===== src/rtl/spike_event_encoder.sv =====
// spike_event_encoder: per-neuron hysteretic threshold detector on a TDM
// membrane stream, feeding spike events {timestep, id} into a small
// first-word-fall-through FIFO with a valid/ready interface.
module spike_event_encoder #(
  parameter  int NEURON_COUNT = 500,
  parameter  int DATA_WIDTH   = 16,
  parameter  int V_TH         = 4096,
  parameter  int V_REARM      = 0,
  parameter  int TS_WIDTH     = 16,
  parameter  int FIFO_DEPTH   = 16,
  localparam int ID_W         = $clog2(NEURON_COUNT),
  localparam int CW           = $clog2(FIFO_DEPTH) + 1
) (
  input  logic                         clk,
  input  logic                         rst,
  input  logic                         v_valid,
  input  logic signed [DATA_WIDTH-1:0] v_in,
  input  logic        [ID_W-1:0]       neuron_id,
  output logic                         ev_valid,
  input  logic                         ev_ready,
  output logic        [ID_W-1:0]       ev_id,
  output logic        [TS_WIDTH-1:0]   ev_timestep,
  output logic        [CW-1:0]         fifo_count,
  output logic        [TS_WIDTH-1:0]   timestep,
  output logic                         overflow,
  output logic        [15:0]           drop_count
);

  localparam int PW = $clog2(FIFO_DEPTH);
  localparam logic signed [DATA_WIDTH-1:0] TH = DATA_WIDTH'(V_TH);
  localparam logic signed [DATA_WIDTH-1:0] RA = DATA_WIDTH'(V_REARM);

  typedef struct packed {
    logic [TS_WIDTH-1:0] ts;
    logic [ID_W-1:0]     id;
  } event_t;

  // detection
  logic [NEURON_COUNT-1:0] armed;
  logic                    in_range, last_id, hit, rearm;

  assign in_range = v_valid && ({1'b0, neuron_id} < (ID_W+1)'(NEURON_COUNT));
  assign last_id  = in_range && (neuron_id == ID_W'(NEURON_COUNT-1));
  assign hit      = in_range &&  armed[neuron_id] && (v_in >= TH);
  assign rearm    = in_range && !armed[neuron_id] && (v_in <  RA);

  // One-deep stage between detection and FIFO; this register is what keeps
  // v_in off any combinational path to the ev_* outputs.
  logic   stg_vld;
  event_t stg_ev;

  // Arm bits, timestep counter and the detection stage register.
  always_ff @(posedge clk) begin
    if (!rst) begin
      armed    <= '1;
      timestep <= '0;
      stg_vld  <= 1'b0;
      stg_ev   <= '0;
    end else begin
      if (hit)          armed[neuron_id] <= 1'b0;
      else if (rearm)   armed[neuron_id] <= 1'b1;
      if (last_id)      timestep <= timestep + 1'b1;
      stg_vld <= hit;
      if (hit) stg_ev <= '{ts: timestep, id: neuron_id};
    end
  end

  // event FIFO
  event_t          mem [FIFO_DEPTH];
  logic [PW-1:0]   wr_ptr, rd_ptr;
  logic [CW-1:0]   count;
  logic            full, pop, wr_en, drop;

  assign full  = (count == CW'(FIFO_DEPTH));
  assign pop   = (count != '0) && ev_ready;
  // A full FIFO still accepts when the head leaves in the same cycle.
  assign wr_en = stg_vld && (!full || pop);
  assign drop  = stg_vld && full && !pop;

  // Pointers, occupancy and drop accounting.
  always_ff @(posedge clk) begin
    if (!rst) begin
      wr_ptr     <= '0;
      rd_ptr     <= '0;
      count      <= '0;
      overflow   <= 1'b0;
      drop_count <= '0;
    end else begin
      if (wr_en) wr_ptr <= wr_ptr + 1'b1;
      if (pop)   rd_ptr <= rd_ptr + 1'b1;
      count <= count + CW'(wr_en) - CW'(pop);
      if (drop) begin
        overflow <= 1'b1;
        if (drop_count != 16'hFFFF) drop_count <= drop_count + 16'd1;
      end
    end
  end

  // Storage; contents need no reset because count gates visibility.
  always_ff @(posedge clk) begin
    if (wr_en) mem[wr_ptr] <= stg_ev;
  end

  event_t head;
  assign head        = mem[rd_ptr];
  assign ev_valid    = (count != '0);
  assign ev_id       = ev_valid ? head.id : '0;
  assign ev_timestep = ev_valid ? head.ts : '0;
  assign fifo_count  = count;

endmodule


===== config.mk =====
export PLATFORM = sky130hd
export DESIGN_NAME = spike_event_encoder
export DESIGN_NICKNAME = d
export VERILOG_FILES = /design/src/rtl/spike_event_encoder.sv
export SDC_FILE = /design/constraint.sdc
export NUM_CORES = 2
export LEC_CHECK = 0
export ABC_AREA = 1
export ABC_CLOCK_PERIOD_IN_PS = 4300
export CORE_MARGIN = 2
export CORE_UTILIZATION = 30
export DETAILED_ROUTE_END_ITERATION = 6
export HOLD_SLACK_MARGIN = 0.02
export PLACE_DENSITY = 0.53
export RECOVER_POWER = 100
export SYNTH_ARGS = -nofsm -noshare
export SYNTH_HDL_FRONTEND = slang
export SYNTH_SLANG_ARGS = --single-unit

===== constraint.sdc =====
create_clock -name clk -period 4.3 [get_ports clk]
set_clock_uncertainty 0.2 [all_clocks]
set_input_delay 1.29 -clock clk [delete_from_list [all_inputs] [get_ports clk]]
set_output_delay 1.29 -clock clk [all_outputs]
set_load 0.01 [all_outputs]

==> run metrics <==
Seq cells post-synth=a little under 1000; hold path depth=2; GPL Wtd Cong=0.805; buffers plus inverters on the worst setup path=5; CP max-delay cell=dfxtp_4; CTS tree=built; Reg clk slew, reported paths=0.06 ns; core area=156000 µm²; vias per inst=5.06; antenna violations before repair=2; P_sw=7190 µW; number of max-cap violations=0; critical path endpoint category=output port; Final min period=4.17 ns; RSZ-0062 raised after global routing=yes; global-route wire length before repair=244 mm; Rel. slew slack=0.0436; cell mode on critical path=o21ai_0; reg2reg setup slack=~0.50 ns; final hold vios=0; Die H=400 µm; drt wl/cell=18.7 µm; Final WS setup=0.135 ns; Num CTS Buffers=106; RR Startpoint=fifo_count[2]; Synth cell types=35; Setup TNS=0 ns; leading cell type in the layout, fill and taps excluded=nand2_1; Final ANT Viol Nets=0; Fmax=0.240 GHz; Synth Instances=6370; # clock sinks=976; largest net degree at the start of global routing=between 100 and 150; HPWL after DPL=92.3 mm; vias in the first global route=40744; Starting Density=0.302; worst-skew pair later-pin latency=0.75 ns; Clk pwr share=0.405; setup slack at placement=-0.559 ns; Area Growth Syn to Fin=19.1%; total power draw=roughly 24000 µW; synth top area cells=edfxtp_1 26%, dfxtp_1 24%, nand2_1 19%; final setup fails=0; PD cells=433 nW/µm²; crit path cell chain=buf_12, clkinv_16, bufbuf_16, o21ai_0, o22ai_1, o21ai_0, a21oi_1, buf_4, dlygate4sd2_1; WP data arrival=2.68 ns; switching share of total power=0.296; layout cell share with drive strength beyond 1=0.0928; die width=400 µm; CP Data Required Time=2.81 ns; critical path's largest stage delay=around 0.36 ns; port buffer count=80; Yosys top cell by area=edfxtp_1; CTS max path bufs=3; fin crit share=0.969; Root Driver=clkbuf_16; most frequent cells in the layout=2332 x nand2_1, 1078 x nand3_1, 897 x nor2_1; max-slew violations=0; post-synth top area share=0.255; remaining global-route overflow=0; yosys warns=0; area of the mapped netlist=47100 µm²; worst vdd ir=between 0.3 and 0.4 mV; DRC=0; Pre-antenna DRT Iters=5; Crit path max-delay family=buffers and inverters; syn_area_per_cell=7.39 µm²; design area=56100 µm²; critical path type=flip-flop to output port; Critical Path Start Type=flip-flop; Synth Net Count=6413; I/O pin cnt=between 90 and 100; Int Pwr=around 17000 µW; Diodes inserted=0; Reg2Reg Depth=13; # rows=between 100 and 150; crit path max fanout=16; DR iter-0 viols=around 4100; sequential-to-total area share from yosys stat=0.500; Lkg Pwr=~0.023 µW; Seq pwr share=0.404; Slew @ Worst Pin=1.43 ns; CTS Hold Bufs=0; worst r2r dst=mem[11][18]; Logic pwr share=0.191; die area=160000 µm²; DRT Wirelength=160 mm; run status=complete, no violations; Hold Path Class=flip-flop to flip-flop; vias=roughly 43000; GRT Util Overall=0.193; Placed Instance Area=52200 µm²; Final #Nets=around 6500; H-tree depth=3
layout make-up:
cell class | count | area (µm²)
Fill cell | 16193 | 99900
Sequential cell | 976 | 23600
Multi-Input combinational cell | 4825 | 20800
Timing Repair Buffer | 447 | 5040
Clock buffer | 128 | 2840
Tap cell | 2058 | 2570
Clock inverter | 71 | 923
Inverter | 83 | 358
tightest hold or removal path: stages (launching register included):
cell and delay (ns):
dfxtp_1 0.32, nand2_1 0.05, nand3_1 0.05
power groups by stage:
stage | Clock [µW] | Combinational (µW) | Sequential [µW]
after floorplan | 0 | 2410 | 9980
after global placement | 0 | 4360 | 10100
after detailed placement | 0 | 4370 | 10100
after CTS | 10000 | 4580 | 9830
after global routing | 10400 | 5020 | 9840
final | 9840 | 4640 | 9830
worst max-delay path by stage:
| stage | endpoint | slack (ns) | depth (start not counted) |
|---|---|---|---|
| floorplan | flip-flop | 0.70 | 21 |
| global placement | stg_ev[4] | -0.61 | 20 |
| detailed placement | stg_ev[4] | -0.56 | 20 |
| CTS | ev_timestep[4] | -0.14 | 9 |
| global route | ev_timestep[15] | -0.003 | 9 |
| finish | ev_timestep[12] | 0.13 | 9 |
routing by layer:
| layer | wire [µm] | vias to the layer above | GRT usage |
|---|---|---|---|
| li1 | - | 21112 | - |
| met1 | 69000 | 20759 | 0.247 |
| met2 | 77200 | 1352 | 0.333 |
| met3 | 9420 | 251 | 0.0276 |
| met4 | 4540 | 4 | 0.0587 |
| met5 | 20 | - | 0 |
Yosys cell counts (all sizes together):
cell,number
nor3b,2
nor4,1
o21ai,259
nand3,1078
and3,1
a21oi,54
buf,252
clkinv,2
ha,13
clkbuf,234
a311oi,1
inv,81
edfxtp,400
nor3,28
nand2,2349
nor2,917
o221ai,76
dfxtp,576
fa,1
a31o,1
xor2,1
xnor2,1
nand4,10
a41oi,1
o21a,3
a31oi,4
o22ai,24
cells by family after synthesis:
family,count (synthesis),share of synthesized area
AO/OA/AOI/OAI,423,0.0522
XOR/XNOR,2,0.000372
adder cells (fa/ha/maj),14,0.00388
buffers and inverters,569,0.0635
flip-flops,976,0.500
AND/OR/NAND/NOR,4386,0.380
metrics by stage:
stage | hold slack (ns) | util | instances
final | 0.253 | 0.359 | 8588
after global routing | 0.268 | 0.359 | 8588
after CTS | 0.257 | 0.361 | 8579
after detailed placement | 0.242 | 0.335 | 8366
after floorplan | 0.228 | - | 6370
after global placement | 0.237 | 0.335 | 8366
repair_timing:
| action | 4_1_cts | 5_1_grt |
|---|---|---|
| resized for setup | 49 | 25 |
| pin swaps | 6 | 7 |
| cloned | 4 | 4 |
| endpoints found under the setup margin | 25 | 11 |
| endpoints found under the hold margin | 0 | 0 |
| buffers inserted | 10 | 5 |
(Power assumes the default switching activity.)
